==> config.mk <==
export PLATFORM = sky130hd
export DESIGN_NAME = apb_completer
export DESIGN_NICKNAME = d
export VERILOG_FILES = /design/src/rtl/apb_pkg.sv /design/src/rtl/apb_regfile.sv /design/src/rtl/apb_completer.sv
export SDC_FILE = /design/constraint.sdc
export NUM_CORES = 1
export LEC_CHECK = 0
export CAP_MARGIN = 20
export CORE_MARGIN = 2
export CORE_UTILIZATION = 50
export CTS_CLUSTER_DIAMETER = 100
export DETAILED_ROUTE_END_ITERATION = 10
export HOLD_SLACK_MARGIN = 0.03
export MAX_ROUTING_LAYER = met4
export PLACE_DENSITY_LB_ADDON = 0.08
export SLEW_MARGIN = 40
export SYNTH_ARGS = -nofsm -noshare
export SYNTH_HDL_FRONTEND = slang
export SYNTH_SLANG_ARGS = --single-unit
==> constraint.sdc <==
create_clock -name pclk -period 5.2 [get_ports pclk]
set_clock_uncertainty 0.2 [all_clocks]
set_input_delay 1.04 -clock pclk [delete_from_list [all_inputs] [get_ports pclk]]
set_output_delay 1.04 -clock pclk [all_outputs]
set_load 0.01 [all_outputs]
==> src/rtl/apb_pkg.sv <==
// apb_pkg
// Shared APB definitions used by the completer and by the bridge bench.
//   completer_state_e : completer FSM states (IDLE, ACCESS, ABORT)
//   PROT_PRIV/PROT_NSEC/PROT_INSTR : bit positions inside pprot
//   required_prot()   : maps the protection field from the top of paddr onto pprot bits
//   addr_aligned()    : word-alignment test on the two low address bits
package apb_pkg;

    typedef enum logic [1:0] {
        IDLE   = 2'd0,
        ACCESS = 2'd1,
        ABORT  = 2'd2
    } completer_state_e;

    localparam int PROT_PRIV  = 0;
    localparam int PROT_NSEC  = 1;
    localparam int PROT_INSTR = 2;

    // The three most significant address bits name the pprot attributes a
    // region demands; the lowest of them corresponds to the privileged bit.
    function automatic logic [2:0] required_prot(input logic [2:0] protField);
        logic [2:0] req;
        req             = '0;
        req[PROT_PRIV]  = protField[0];
        req[PROT_NSEC]  = protField[1];
        req[PROT_INSTR] = protField[2];
        return req;
    endfunction

    function automatic logic addr_aligned(input logic [1:0] addrLsbs);
        return (addrLsbs == 2'b00);
    endfunction

endpackage

==> src/rtl/apb_regfile.sv <==
// apb_regfile
// NUM_REGS x DATA_WIDTH register storage for the APB completer.
//   clock_i  : clock, all updates on posedge
//   reset_i  : synchronous active-high reset, clears every register
//   we_i     : write enable
//   waddr_i  : write register index
//   wstrb_i  : per-byte write enables
//   wdata_i  : write data
//   raddr_i  : read register index
//   rdata_o  : combinational read data
module apb_regfile
    import apb_pkg::*;
#(
    parameter int NUM_REGS   = 16,
    parameter int DATA_WIDTH = 32
) (
    input  logic                             clock_i,
    input  logic                             reset_i,
    input  logic                             we_i,
    input  logic [$clog2(NUM_REGS)-1:0]      waddr_i,
    input  logic [DATA_WIDTH/8-1:0]          wstrb_i,
    input  logic [DATA_WIDTH-1:0]            wdata_i,
    input  logic [$clog2(NUM_REGS)-1:0]      raddr_i,
    output logic [DATA_WIDTH-1:0]            rdata_o
);

    localparam int STRB_W = DATA_WIDTH / 8;

    logic [DATA_WIDTH-1:0] mem_q [NUM_REGS];

    // Storage update: reset wipes the whole file, otherwise only the
    // byte lanes enabled by the strobe are overwritten.
    always_ff @(posedge clock_i) begin
        if (reset_i) begin
            for (int i = 0; i < NUM_REGS; i++) begin
                mem_q[i] <= '0;
            end
        end else if (we_i) begin
            for (int b = 0; b < STRB_W; b++) begin
                if (wstrb_i[b]) begin
                    mem_q[waddr_i][8*b +: 8] <= wdata_i[8*b +: 8];
                end
            end
        end
    end

    assign rdata_o = mem_q[raddr_i];

endmodule

==> src/rtl/apb_completer.sv <==
// apb_completer
// APB4 completer serving reads/writes to a small register file, with
// alignment, range, protection and signal-stability checks reported on pslverr.
// Optional feature macro: APB_PSTRB_EN (honour pstrb on writes, reject reads
// with a non-zero strobe). Without it pstrb is ignored and writes are full-word.
//   pclk, reset            : clock and synchronous active-high reset
//   psel, penable, pwrite  : APB control
//   paddr, pwdata, pstrb   : address, write data, byte strobes
//   pprot                  : protection attributes
//   prdata, pready, pslverr: response, decoded from registered state only
module apb_completer
    import apb_pkg::*;
#(
    parameter int ADDR_WIDTH  = 32,
    parameter int DATA_WIDTH  = 32,
    parameter int NUM_REGS    = 16,
    parameter int WAIT_STATES = 1
) (
    input  logic                    pclk,
    input  logic                    reset,
    input  logic                    psel,
    input  logic                    penable,
    input  logic                    pwrite,
    input  logic [ADDR_WIDTH-1:0]   paddr,
    input  logic [DATA_WIDTH-1:0]   pwdata,
    input  logic [DATA_WIDTH/8-1:0] pstrb,
    input  logic [2:0]              pprot,
    output logic [DATA_WIDTH-1:0]   prdata,
    output logic                    pready,
    output logic                    pslverr
);

    localparam int IDX_W  = $clog2(NUM_REGS);
    localparam int STRB_W = DATA_WIDTH / 8;
    localparam int CNT_W  = (WAIT_STATES > 0) ? $clog2(WAIT_STATES + 1) : 1;

    completer_state_e        state_q;
    logic [CNT_W-1:0]        waitCnt_q;
    logic [ADDR_WIDTH-1:0]   paddr_q;
    logic                    pwrite_q;
    logic [DATA_WIDTH-1:0]   pwdata_q;
    logic [2:0]              pprot_q;
    logic                    err_q;

    logic                    setupErr;
    logic [2:0]              reqProt;
    logic                    fieldsChanged;
    logic                    completing;
    logic                    commitWr;
    logic [STRB_W-1:0]       wrStrb;
    logic [DATA_WIDTH-1:0]   rdData;

`ifdef APB_PSTRB_EN
    logic [STRB_W-1:0]       pstrb_q;
    assign wrStrb = pstrb_q;
`else
    logic                    unusedPstrb;
    assign unusedPstrb = ^pstrb;
    assign wrStrb      = '1;
`endif

    // Static checks evaluated on the SETUP-phase inputs; the outcome is
    // latched with the request so the response never depends on live inputs.
    always_comb begin
        setupErr = 1'b0;
        reqProt  = required_prot(paddr[ADDR_WIDTH-1 -: 3]);
        if (!addr_aligned(paddr[1:0])) begin
            setupErr = 1'b1;
        end
        if (paddr[ADDR_WIDTH-4:2+IDX_W] != '0) begin
            setupErr = 1'b1;
        end
        if ((pprot & reqProt) != reqProt) begin
            setupErr = 1'b1;
        end
`ifdef APB_PSTRB_EN
        if (!pwrite && (pstrb != '0)) begin
            setupErr = 1'b1;
        end
`endif
    end

    assign fieldsChanged = (paddr != paddr_q) || (pwrite != pwrite_q) || (pprot != pprot_q);
    assign completing    = (state_q == ACCESS) && (waitCnt_q == '0);
    assign commitWr      = completing && psel && penable && pwrite_q && !err_q;

    // Transfer sequencing. The stability check runs on every ACCESS cycle
    // that precedes the completing one and sets the sticky error flag, so an
    // unstable request is reported without a combinational input->output path.
    always_ff @(posedge pclk) begin
        if (reset) begin
            state_q   <= IDLE;
            waitCnt_q <= '0;
            paddr_q   <= '0;
            pwrite_q  <= 1'b0;
            pwdata_q  <= '0;
            pprot_q   <= '0;
            err_q     <= 1'b0;
`ifdef APB_PSTRB_EN
            pstrb_q   <= '0;
`endif
        end else begin
            unique case (state_q)
                IDLE: begin
                    if (psel && !penable) begin
                        paddr_q   <= paddr;
                        pwrite_q  <= pwrite;
                        pwdata_q  <= pwdata;
                        pprot_q   <= pprot;
                        err_q     <= setupErr;
                        waitCnt_q <= CNT_W'(WAIT_STATES);
                        state_q   <= ACCESS;
`ifdef APB_PSTRB_EN
                        pstrb_q   <= pstrb;
`endif
                    end
                end
                ACCESS: begin
                    if (!(psel && penable)) begin
                        state_q <= ABORT;
                    end else if (waitCnt_q == '0) begin
                        state_q <= IDLE;
                    end else begin
                        waitCnt_q <= waitCnt_q - CNT_W'(1);
                        if (fieldsChanged) begin
                            err_q <= 1'b1;
                        end
                    end
                end
                ABORT: begin
                    state_q <= IDLE;
                end
                default: begin
                    state_q <= IDLE;
                end
            endcase
        end
    end

    apb_regfile #(
        .NUM_REGS   (NUM_REGS),
        .DATA_WIDTH (DATA_WIDTH)
    ) u_regfile (
        .clock_i (pclk),
        .reset_i (reset),
        .we_i    (commitWr),
        .waddr_i (paddr_q[IDX_W+1:2]),
        .wstrb_i (wrStrb),
        .wdata_i (pwdata_q),
        .raddr_i (paddr_q[IDX_W+1:2]),
        .rdata_o (rdData)
    );

    // Response decode: an abort always errors with zero data; read data is
    // only driven for an error-free read in its completing cycle.
    assign pready  = completing || (state_q == ABORT);
    assign pslverr = (state_q == ABORT) || (completing && err_q);
    assign prdata  = (completing && !pwrite_q && !err_q) ? rdData : '0;

endmodule

# --- Word level (Yosys, flattened, before mapping) ---
# Memories as Yosys holds them, arrays and structs flattened. A register that Yosys moved wholly into a read port is not among the register bits.
# Index checks and enable logic that the tools add are counted.
op_classes:
  add_sub_neg: 1
  magnitude_cmp: 0
  n_eq_ne: 11
  n_bitwise: 2
  div_mod_pow: 0
  multipliers: 0
  n_shift: 0
  mux: 27
  n_reduce_logical: 26
op_table:
  columns: ["operator", "n"]
  rows:
  - ["$mux W32", 2]
  - ["$ne A32 B32 Y1", 1]
  - ["$reduce_or A32 Y1", 1]
  - ["$reduce_bool A23 Y1", 1]
  - ["$mux W1", 16]
  - ["$mux W4", 3]
  - ["$logic_and A1 B1 Y1", 10]
  - ["$mux W2", 3]
  - ["$ne A2 B2 Y1 const B", 3]
  - ["$ne A3 B3 Y1", 2]
  - ["$reduce_and A5 Y1", 1]
  - ["$logic_not A2 Y1", 2]
  - ["$logic_or A1 B1 Y1", 4]
  - ["$pmux W1 S2", 2]
  - ["$pmux W2 S2", 1]
  - ["$reduce_and A2 Y1", 2]
  - ["$and A3 B3 Y3", 1]
  - ["$logic_not A1 Y1", 3]
  - ["$ne A3 B3 Y1 const B", 1]
  - ["$reduce_and A3 Y1", 1]
  - ["$eq A2 B1 Y1 const B", 1]
  - ["$eq A2 B2 Y1 const B", 1]
  - ["$ne A2 B1 Y1 const B", 1]
  - ["$reduce_bool A2 Y1", 1]
  - ["other kinds (3)", 3]
totals:
  reg_bits: 72
  latchBits: 0
  memories: 1
  input_bits: 76
  rom_bits: 0
  mem_bits_rw: 512
  output_inout_bits: 34
memory_table:
  columns: ["name", "words", "width", "rd", "rd_ports_with_merged_regs", "wr", "line", "source"]
  rows:
  - ["u_regfile.mem_q", 16, 32, 1, 1, 16, "apb_regfile.sv:29", "logic [DATA_WIDTH-1:0] mem_q [NUM_REGS];"]

# --- Logic depth before layout (Yosys ltp) ---
# Gate-level depths: netlist (run 1).
logic_depth:
  ltp_word: 11
  depth_mapped: 7
  ltp_nobuf: 5

# --- Hierarchy ---
# A second synthesis (run 1) with hierarchy kept.
unflattened:
  hier_cells: 1949
  hier_area_um2: 25550.8
by_module_without_submodules:
  columns: ["mod", "area_each_um2", "seq_area_each_um2", "instances", "cells_per_inst"]
  rows:
  - ["apb_regfile", 22301.4, 15374.7, 1, 1526]
  - ["apb_completer", 3249.4, 1441.4, 1, 423]

# --- Worst setup path before layout (run 1) ---
# OpenSTA, ideal clock, no wires.
synth_path:
  path_type: "input to register"
  start: "input reset"
  end: "memory u_regfile.mem_q[0][0] (enable)"
  path_stages: 6
  arrival_ps: 2752
  setup_slack_ps: 1873
  required_time_ps: 4625
  cell_sequence: "buf_2 nand4b_1 nor4_2 or3b_4 nor3_4 or2_2"
synth_lines:
  columns: ["element", "line", "source"]
  rows:
  - ["from (decl)", "apb_completer.sv:20", "input logic reset,"]
  - ["to (decl)", "apb_regfile.sv:29", null]

==> impl_metrics.ini, run 1 <==
[worst_setup_path]
worstPathArrival_ns = 3.37
critical-path-max-stage-delay_ns = 0.62
worstSetupStartpointType = flip-flop
cp_num_buf_inv = 2
cp_common_cell = mux4_2
r2r-start = state_q[0]$_SDFFE_PP0P_
worstPathRequired_ns = 3.96
ff2ff_setup_slack_ns = 2.22
crit_family = buffers and inverters
crit_end = prdata[15]
crit_fanout = 30
crit_cells = 5
path_cells = buf_4, mux4_2, mux4_2, nor2b_1, clkdlybuf4s50_1
crit_path_end_kind = output pin
slowest_stage = dfxtp_4
crit_type = flip-flop to output pin
worstRegToRegCells = 6
r2r-end = u_regfile.mem_q[0][7]$_SDFFCE_PN0P_

[clock_tree]
cts_resized = 0
root_buffer = clkbuf_16
cts_tree = yes
clkLatencyLatePin_ns = 0.62
htree_levels = 2
cts_max_path_buffers = 3
path_clk_slew_ns = 0.06
hold_buffers = 0
numClockSinks = 588
cts_setup_buffers = 0
cts_buffers = 61

[die]
num_rows = 83
die_y_um = 233.1
initial_utilization = 0.5085
num_io_pins = 110
coreArea_sq_um = 51610
die_area_sq_um = 54340
die_w_um = 233.1

[logic_synthesis]
synth-adder-area-share = 0
synthCells = 1768
synth_simple_gate_area_frac = 0.1680
synth_top_area_share = 0.5858
postSynthAreaPerCell_sq_um = 14.85
ys_seq_elements = 588
yosys_warnings = 0
synth_largest_area_cell = edfxtp_1
yosys-top-cells-area = edfxtp_1 (59%), mux4_2 (14%), and2_1 (12%), dfxtp_1 (5.8%), nand2_1 (2.0%)
synth_top_family_by_area = simple AND/OR/NAND/NOR gates
syn_nets = 1844
synth_compound_area_frac = 0.01521
yosysSeqAreaShare = 0.6437
synth_xor_area_frac = 0.01201
ys_types = 40
synthMuxAreaShare = 0.1377
syn_area_sq_um = 26250

[grt]
grt_pass1_wl_mm = 102.3
grt_pass1_vias = 15630
grt_max_degree = 69
antenna_found_initial = 3
grtUsageTotal = 0.2703
grt_overflow_total = 0

[sta]
setup_tns_ns = 0
fin_crit_sh = 0.8862
fin_hold_ws_ns = 0.2647
drv_slew = 0
setup_viol = 0
rsz0062_at_grt = no
finalCriticalPeriod_ns = 4.608
max_freq_mhz = 217.0
hold_viol = 0
tightest_slew_ns = 0.7813
slew_headroom = 0.4792

[power_and_ir_drop]
ir_drop_uv = 266.4
power.leakage_nw = 10.43
power_density_nw_per_um2 = 336.5

[detailed_routing]
drtAntennaViolNets = 0
viasPerCell = 5.820
drt_wl_total_mm = 68.58
dr.first_iter.drc_count = 1492
routedWlPerCell_um = 26.67
drc = 0
firstDrtPassIters = 5
routed-via-count = 14960

[min_path]
hp-class = flip-flop to flip-flop
hold_depth = 2

[placement]
placement.io_buffers = 105
dp_hpwl_mm = 37.04
gp_congestion = 0.7564

[layout]
layout_commonest_cell = edfxtp_1
drive_gt1_frac = 0.1874
n_fill_cell = 4040
layout_common_cells = edfxtp_1 (512), and2_1 (492), mux4_2 (160), nand2_1 (141), clkdlybuf4s50_1 (104)
area_delta_synth_final_pct = 14.73
final_nets = 1917

[run_status]
status = finished, final reports clean

[flow_run]
cap_violations = 0
## where the power goes
group | switching [mW] | internal [mW] | leakage (nW)
registers | 0.104 | 5.27 | 5.92
clock network | 1.78 | 2.34 | 0.916
logic | 0.343 | 0.296 | 3.60
total | 2.23 | 7.91 | 10.4
## how the worst min path moves through the flow
stage	from	endpoint	slack [ns]
after floorplan	paddr_q[11]$_SDFFE_PP0P_	paddr_q[11]$_SDFFE_PP0P_	0.25
after global placement	paddr_q[7]$_SDFFE_PP0P_	paddr_q[7]$_SDFFE_PP0P_	0.26
after detailed placement	paddr_q[0]$_SDFFE_PP0P_	paddr_q[0]$_SDFFE_PP0P_	0.26
after CTS	paddr_q[0]$_SDFFE_PP0P_	paddr_q[0]$_SDFFE_PP0P_	0.27
after global routing	pprot_q[1]$_SDFFE_PP0P_	pprot_q[1]$_SDFFE_PP0P_	0.28
final	paddr_q[8]$_SDFFE_PP0P_	paddr_q[8]$_SDFFE_PP0P_	0.26
## worst min-delay path, cell delays in order (launching register included)
cell and delay (ns):
dfxtp_1 0.31, nand2_1 0.05, a21oi_1 0.05
## cell type report
| class | count | area [sq um] | area share |
|---|---|---|---|
| Clock inverter | 21 | 122.6 | 0.004072 |
| Timing Repair Buffer | 154 | 1649 | 0.05476 |
| Inverter | 4 | 15.01 | 0.0004986 |
| Sequential cell | 588 | 16910 | 0.5614 |
| Tap cell | 680 | 850.8 | 0.02825 |
| Antenna cell | 2 | 5.005 | 0.0001662 |
| Clock buffer | 90 | 1738 | 0.05771 |
| Multi-Input combinational cell | 1032 | 8828 | 0.2932 |
## metrics by stage
step / utilization / power (mW) / setup slack, ns / cells / instance area, sq um
2_1_floorplan: - / 5.806 / 1.873 / 1768 / 26250
3_3_place_gp: 0.5470 / 6.105 / 1.091 / 2458 / 28230
3_5_place_dp: 0.5473 / 6.120 / 1.057 / 2458 / 28250
4_1_cts: 0.5833 / 10.20 / 0.5181 / 2569 / 30110
5_1_grt: 0.5834 / 10.44 / 0.4911 / 2569 / 30110
6_report: 0.5835 / 10.13 / 0.5917 / 2571 / 30120
## metal layers
| layer | routed length (um) | share of wire | track usage | vias up |
|---|---|---|---|---|
| met2 | 33230 | 0.48 | 0.4258 | 486 |
| met3 | 4327 | 0.063 | 0.04199 | 122 |
| met5 | 0 | 0 | - | - |
| li1 | - | - | - | 6537 |
| met1 | 29290 | 0.43 | 0.3671 | 7817 |
| met4 | 1735 | 0.025 | 0.07962 | 0 |
## sequential cells by signal, summed over array words and instances, names as in the netlist, named ones only
name             cells
err_q                1
pwrite_q             1
paddr_q             32
u_regfile.mem_q    512
state_q              2
waitCnt_q            1
pprot_q              3
pwdata_q            32
## Yosys cell counts, drive strengths merged
| cell | instances |
|---|---|
| buf | 21 |
| clkbuf | 119 |
| nor2 | 17 |
| and3 | 1 |
| dfxtp | 76 |
| mux2 | 1 |
| xor2 | 1 |
| o221ai | 1 |
| nand4 | 8 |
| a211oi | 1 |
| inv | 4 |
| nand2b | 5 |
| nor3 | 8 |
| o21ai | 3 |
| mux4 | 160 |
| a21oi | 69 |
| o31ai | 1 |
| and2b | 1 |
| nand4b | 1 |
| or2 | 16 |
| a31oi | 1 |
| and2 | 512 |
| or4 | 1 |
| a41oi | 1 |
| nor2b | 32 |
| dlygate4sd1 | 4 |
| xnor2 | 35 |
| nand3b | 2 |
| nor4 | 8 |
| nand3 | 3 |
| edfxtp | 512 |
| or3b | 1 |
| nand2 | 142 |
## kinds of logic after synthesis
group,count (synthesis)
buffers and inverters,148
AOI/OAI and AO/OA,77
xor gates and xnor gates,36
DFF,588
and+or+nand+nor,758
muxes,161
Note: power is estimated with default switching activity, not from simulation.
==> run 2: changes to the inputs <==
==> constraint.sdc (replaced) <==
create_clock -name pclk -period 4.02 [get_ports pclk]
set_clock_uncertainty 0.2 [all_clocks]
set_input_delay 0.804 -clock pclk [delete_from_list [all_inputs] [get_ports pclk]]
set_output_delay 0.804 -clock pclk [all_outputs]
set_load 0.01 [all_outputs]
==> run 2 against run 1 <==
Net effect:
- total power grew 36%
- design area grew 2.9%
- clock-buffer cell count up 1
- core utilization up 1.7 points
- first-iteration DRC count is 12% higher
- cell count increased by 2.1%
==> impl_metrics.ini, run 2 (synthesized netlist as in run 1, its figures left out) <==
[grt]
grt_overflow_total = 0
grt_pass1_wl_mm = 102.1
antenna_found_initial = 8
grtUsageTotal = 0.2720
grt_pass1_vias = 15420
grt_max_degree = 77

[worst_setup_path]
r2r-start = state_q[0]$_SDFFE_PP0P_
path_cells = buf_16, buf_16, buf_4, mux4_2, mux4_2, nor2b_1, dlygate4sd2_1
ff2ff_setup_slack_ns = 1.44
critical-path-max-stage-delay_ns = 0.51
crit_path_end_kind = output pin
cp_num_buf_inv = 4
crit_cells = 7
worstPathArrival_ns = 2.90
crit_fanout = 17
slowest_stage = mux4_2
worstRegToRegCells = 7
crit_family = multiplexers
crit_type = flip-flop to output pin
worstSetupStartpointType = flip-flop
worstPathRequired_ns = 3.02
r2r-end = u_regfile.mem_q[0][16]$_SDFFCE_PN0P_
crit_end = prdata[20]

[detailed_routing]
drt_wl_total_mm = 69.22
drtAntennaViolNets = 0
viasPerCell = 5.744
routed-via-count = 15080
drc = 0
dr.first_iter.drc_count = 1675
firstDrtPassIters = 5
routedWlPerCell_um = 26.36

[power_and_ir_drop]
seq_power_share = 0.504
switching_share = 0.2145
ir_drop_uv = 300.6
power.leakage_nw = 11.10
p_sw_mw = 2.955
clkPwrFrac = 0.432
p_int_mw = 10.82
combPwrFrac = 0.064
power_density_nw_per_um2 = 444.4

[layout]
layout_common_cells = edfxtp_1 (512), and2_1 (492), mux4_2 (160), nand2_1 (141)
largest_reg_flops = 512
stdcell_area_sq_um = 30990
area_delta_synth_final_pct = 18.07
finalNonFillerCells = 2626
layout_commonest_cell = edfxtp_1
final_nets = 1969
reg.largest.list = u_regfile.mem_q x512, paddr_q x32, pwdata_q x32
drive_gt1_frac = 0.2109
regMostFlops = u_regfile.mem_q
n_fill_cell = 3943

[sta]
tightest_slew_ns = 0.6953
max_freq_mhz = 255.8
rsz0062_at_grt = no
drv_slew = 0
setup_viol = 0
finalCriticalPeriod_ns = 3.909
hold_viol = 0
fin_crit_sh = 0.9723
slew_headroom = 0.5364

[run_status]
status = finished, final reports clean

[clock_tree]
numClockSinks = 588
htree_levels = 3
root_buffer = clkbuf_16
path_clk_slew_ns = 0.06
clkLatencyLatePin_ns = 0.59
cts_max_path_buffers = 3
cts_tree = yes
cts_buffers = 66

[die]
die_y_um = 233.1
initial_utilization = 0.5085
die_w_um = 233.1
coreArea_sq_um = 51610
num_rows = 83
die_area_sq_um = 54340
num_io_pins = 110

[placement]
gp_congestion = 0.7487
placement.io_buffers = 105
dp_hpwl_mm = 39.56
post-place-cells = 2489
dpl-instance-area_sq_um = 28640

[flow_run]
cap_violations = 0

[min_path]
hp-class = flip-flop to flip-flop
-- run 2: cell types whose count changed in the layout (fill, tap and decap cells not counted), sizes merged --
cell,change
dlymetal6s2s,+5
clkdlybuf4s15,+1
clkdlybuf4s50,-32
clkbuf,+1
bufinv,+4
buf,+47
clkinv,+2
clkinvlp,+1
dlygate4sd2,+26
-- run 2: metal layers --
layer / vias to the layer above / wire length [um] / share of wire / GRT usage
met5: - / 0 / 0 / -
met4: 0 / 1600 / 0.023 / 0.07444
met3: 110 / 5152 / 0.074 / 0.05237
met2: 567 / 33970 / 0.49 / 0.4287
met1: 7758 / 28500 / 0.41 / 0.3648
li1: 6648 / - / - / -
-- run 2: cell type report --
cell class,count,area (sq um),share of cell area
diodes,2,5.005,0.0001615
clock buffers,91,1872,0.06040
clock inverters,28,257.7,0.008317
inverters,4,15.01,0.0004845
multi-input cells,1032,8821,0.2846
flip-flops and latches,588,16910,0.5455
well taps,680,850.8,0.02745
repair buffers,201,2263,0.07303
-- run 2: what timing repair did --
action / 4_1_cts / 5_1_grt
gates resized for setup: 36 / 7
gates cloned: 2 / 0
setup buffers: 6 / 8
hold buffers: 0 / 0
pin swaps: 0 / 0
endpoints found under the setup margin: 31 / 5
-- run 2: worst register-to-register path: stages, from the launching register on --
cell,delay [ns]
dfxtp_1,0.43
nand2b_2,0.16
nor4_2,0.24
buf_4,0.19
or3b_4,0.45
nor3_4,0.17
or2_2,0.21
buf_12,0.20
-- run 2: through the flow --
step | util | setup WS [ns] | power, mW | TNS (ns) | hold WS, ns
floorplan | - | 0.9291 | 7.510 | 0 | 0.2481
global placement | 0.5549 | 0.4144 | 7.928 | 0 | 0.2553
detailed placement | 0.5549 | 0.4116 | 7.943 | 0 | 0.2591
CTS | 0.5988 | -0.09251 | 13.88 | -0.4089 | 0.2668
global route | 0.6003 | 0.008798 | 14.18 | 0 | 0.2779
finish | 0.6004 | 0.1112 | 13.77 | 0 | 0.2636
-- run 2: how the worst min path moves through the flow --
| stage | from | endpoint | depth (start not counted) |
|---|---|---|---|
| 2_1_floorplan | paddr_q[11]$_SDFFE_PP0P_ | paddr_q[11]$_SDFFE_PP0P_ | 2 |
| 3_3_place_gp | paddr_q[12]$_SDFFE_PP0P_ | paddr_q[12]$_SDFFE_PP0P_ | 2 |
| 3_5_place_dp | paddr_q[1]$_SDFFE_PP0P_ | paddr_q[1]$_SDFFE_PP0P_ | 2 |
| 4_1_cts | paddr_q[1]$_SDFFE_PP0P_ | paddr_q[1]$_SDFFE_PP0P_ | 2 |
| 5_1_grt | paddr_q[1]$_SDFFE_PP0P_ | paddr_q[1]$_SDFFE_PP0P_ | 2 |
| 6_report | paddr_q[27]$_SDFFE_PP0P_ | paddr_q[27]$_SDFFE_PP0P_ | 2 |
-- run 2: power by group through the flow --
stage / Combinational (mW) / Clock (mW) / Sequential (mW)
after floorplan: 0.509 / 0 / 7.00
after global placement: 0.868 / 0 / 7.06
after detailed placement: 0.868 / 0 / 7.08
after CTS: 0.886 / 6.05 / 6.95
after global routing: 0.931 / 6.27 / 6.97
final: 0.879 / 5.95 / 6.95
==> run 3: changes to the inputs <==
--- a/config.mk
+++ b/config.mk
@@ -6,14 +6,13 @@
 export NUM_CORES = 1
 export LEC_CHECK = 0
 export CAP_MARGIN = 20
-export CORE_MARGIN = 2
+export CORE_MARGIN = 10
 export CORE_UTILIZATION = 50
 export CTS_CLUSTER_DIAMETER = 100
 export DETAILED_ROUTE_END_ITERATION = 10
 export HOLD_SLACK_MARGIN = 0.03
 export MAX_ROUTING_LAYER = met4
 export PLACE_DENSITY_LB_ADDON = 0.08
-export SLEW_MARGIN = 40
 export SYNTH_ARGS = -nofsm -noshare
 export SYNTH_HDL_FRONTEND = slang
 export SYNTH_SLANG_ARGS = --single-unit
==> run 3 against run 2 <==
Net effect:
- die area grew 14%
- setup slack lost 0.013 ns
- non-clock buffer count shrank 9
- critical path depth shrank 1
- clock-buffer cell count shrank 5
- core utilization shrank 0.25 points
- register-to-register slack is essentially flat
- global-route usage shrank 4.0 points
- cell count shrank 0.50%
- design area shrank 0.42%
- fmax shrank 0.32%
- total power shrank 1.4%
- critical path type unchanged
- largest power group unchanged
- highest routed layer unchanged
==> impl_metrics.ini, run 3 (synthesized netlist as in run 1, its figures left out) <==
[layout]
regArea_sq_um = 16910
finalNonFillerCells = 2613
reg.largest.list = u_regfile.mem_q x512, paddr_q x32, pwdata_q x32
area_delta_synth_final_pct = 17.58
stdcell_area_sq_um = 30860
regMostFlops = u_regfile.mem_q
layout_common_cells = edfxtp_1 (512), and2_1 (492), mux4_2 (160), nand2_1 (141)
final_nets = 1955
drive_gt1_frac = 0.2076
largest_reg_flops = 512
n_fill_cell = 3975
fin_util = 0.5979
layout_commonest_cell = edfxtp_1
multi_input_area_sq_um = 8791

[die]
coreArea_sq_um = 51610
initial_utilization = 0.5085
die_w_um = 249.1
die_y_um = 249.1
num_io_pins = 110
num_rows = 83
die_area_sq_um = 62060

[placement]
place_ws_ns = 0.4263
dp_hpwl_mm = 40.46
post-place-cells = 2487
placement.io_buffers = 105
dpl-instance-area_sq_um = 28600
gp_congestion = 0.7656

[worst_setup_path]
worstPathRequired_ns = 3.02
crit_fanout = 12
cp_common_cell = mux4_2
r2r-start = state_q[0]$_SDFFE_PP0P_
path_cells = buf_12, bufbuf_16, mux4_2, mux4_2, nor2b_1, dlygate4sd2_1
slowest_stage = mux4_2
worstPathArrival_ns = 2.92
critical-path-max-stage-delay_ns = 0.53
crit_type = flip-flop to output pin
crit_path_end_kind = output pin
worstSetupStartpointType = flip-flop

[sta]
rsz0062_at_grt = no
setup_viol = 0
slew_headroom = 0.4133
hold_viol = 0
drv_slew = 0
finalCriticalPeriod_ns = 3.922
tightest_slew_ns = 0.8801
max_freq_mhz = 255.0
setup_ws_ns = 0.09844
fin_crit_sh = 0.9755

[grt]
grt_max_degree = 66
grtUsageTotal = 0.2322
antenna_found_initial = 3
grt_pass1_wl_mm = 105.0
grt_pass1_vias = 15740
grt_overflow_total = 0

[clock_tree]
root_buffer = clkbuf_16
path_clk_slew_ns = 0.06
cts_tree = yes
cts_max_path_buffers = 3
htree_levels = 2
cts_buffers = 61
clkLatencyLatePin_ns = 0.61
hold_buffers = 0
numClockSinks = 588

[power_and_ir_drop]
ir_drop_uv = 298.6
clkPwrFrac = 0.423
switching_share = 0.2163
p_sw_mw = 2.936
power_density_nw_per_um2 = 439.8
p_int_mw = 10.64
seq_power_share = 0.512
power.leakage_nw = 11.08
combPwrFrac = 0.065

[detailed_routing]
drc = 0
dr.first_iter.drc_count = 1423
routedWlPerCell_um = 26.98
drtAntennaViolNets = 0
viasPerCell = 5.782
drt_wl_total_mm = 70.50
routed-via-count = 15110
firstDrtPassIters = 5

[min_path]
worst_hold_startpoint = paddr_q[23]$_SDFFE_PP0P_
hp-class = flip-flop to flip-flop

[flow_run]
cap_violations = 0

[run_status]
status = finished, final reports clean
run 3: cell count changes in the layout (fill, tap and decap cells not counted), sizes merged, moves of 3 or more:
cell	delta
dlymetal6s2s	+4
buf	-12
clkbuf	-4
dlygate4sd2	-3
run 3: per-layer routing:
metal | global-route usage | wire, um | vias to the layer above
met1 | 0.3139 | 30260 | 7913
met5 | - | 0 | -
met3 | 0.03273 | 4203 | 81
met2 | 0.3686 | 34850 | 489
li1 | - | - | 6626
met4 | 0.05472 | 1186 | 0
run 3: what timing repair did:
action	in CTS	in global routing
setup buffers	5	0
gates resized for setup	31	12
gates cloned	3	1
endpoints found under the hold margin	0	0
setup endpoints to repair	29	9
run 3: layout make-up:
type                    count  share of cell area
flip-flops and latches    588              0.5478
multi-input cells        1032              0.2848
repair buffers            192             0.07342
clock buffers              86             0.05518
well taps                 680             0.02757
clock inverters            30             0.01062
inverters                   4           0.0004865
diodes                      1          0.00008108
run 3: path summary, 6_finish.rpt:
kind	slack, ns	to	depth (start not counted)
min reg2reg	0.27	paddr_q[23]$_SDFFE_PP0P_	2
max	0.1	prdata[20]	6
min	0.27	paddr_q[23]$_SDFFE_PP0P_	2
max reg2reg	1.43	u_regfile.mem_q[12][4]$_SDFFCE_PN0P_	7
run 3: worst max-delay path: cells and delay by family (launching register included):
| family | cells | cell delay [ns] |
|---|---|---|
| buf+inv | 3 | 0.78 |
| flops | 1 | 0.40 |
| mux | 2 | 0.98 |
| simple gates | 1 | 0.14 |
run 3: metrics by stage:
stage	power, mW	setup TNS (ns)	hold slack, ns
after global placement	7.928	0	0.2554
final	13.57	0	0.2680
after floorplan	7.510	0	0.2481
after detailed placement	7.946	0	0.2591
after global routing	14.01	0	0.2844
after CTS	13.69	-0.6875	0.2669
run 3: power by group through the flow:
stage	combinational (mW)	sequential [mW]	clock [mW]
floorplan	0.509	7.00	0
global placement	0.868	7.06	0
detailed placement	0.871	7.08	0
CTS	0.895	6.95	5.84
global route	0.939	6.97	6.10
finish	0.885	6.95	5.74
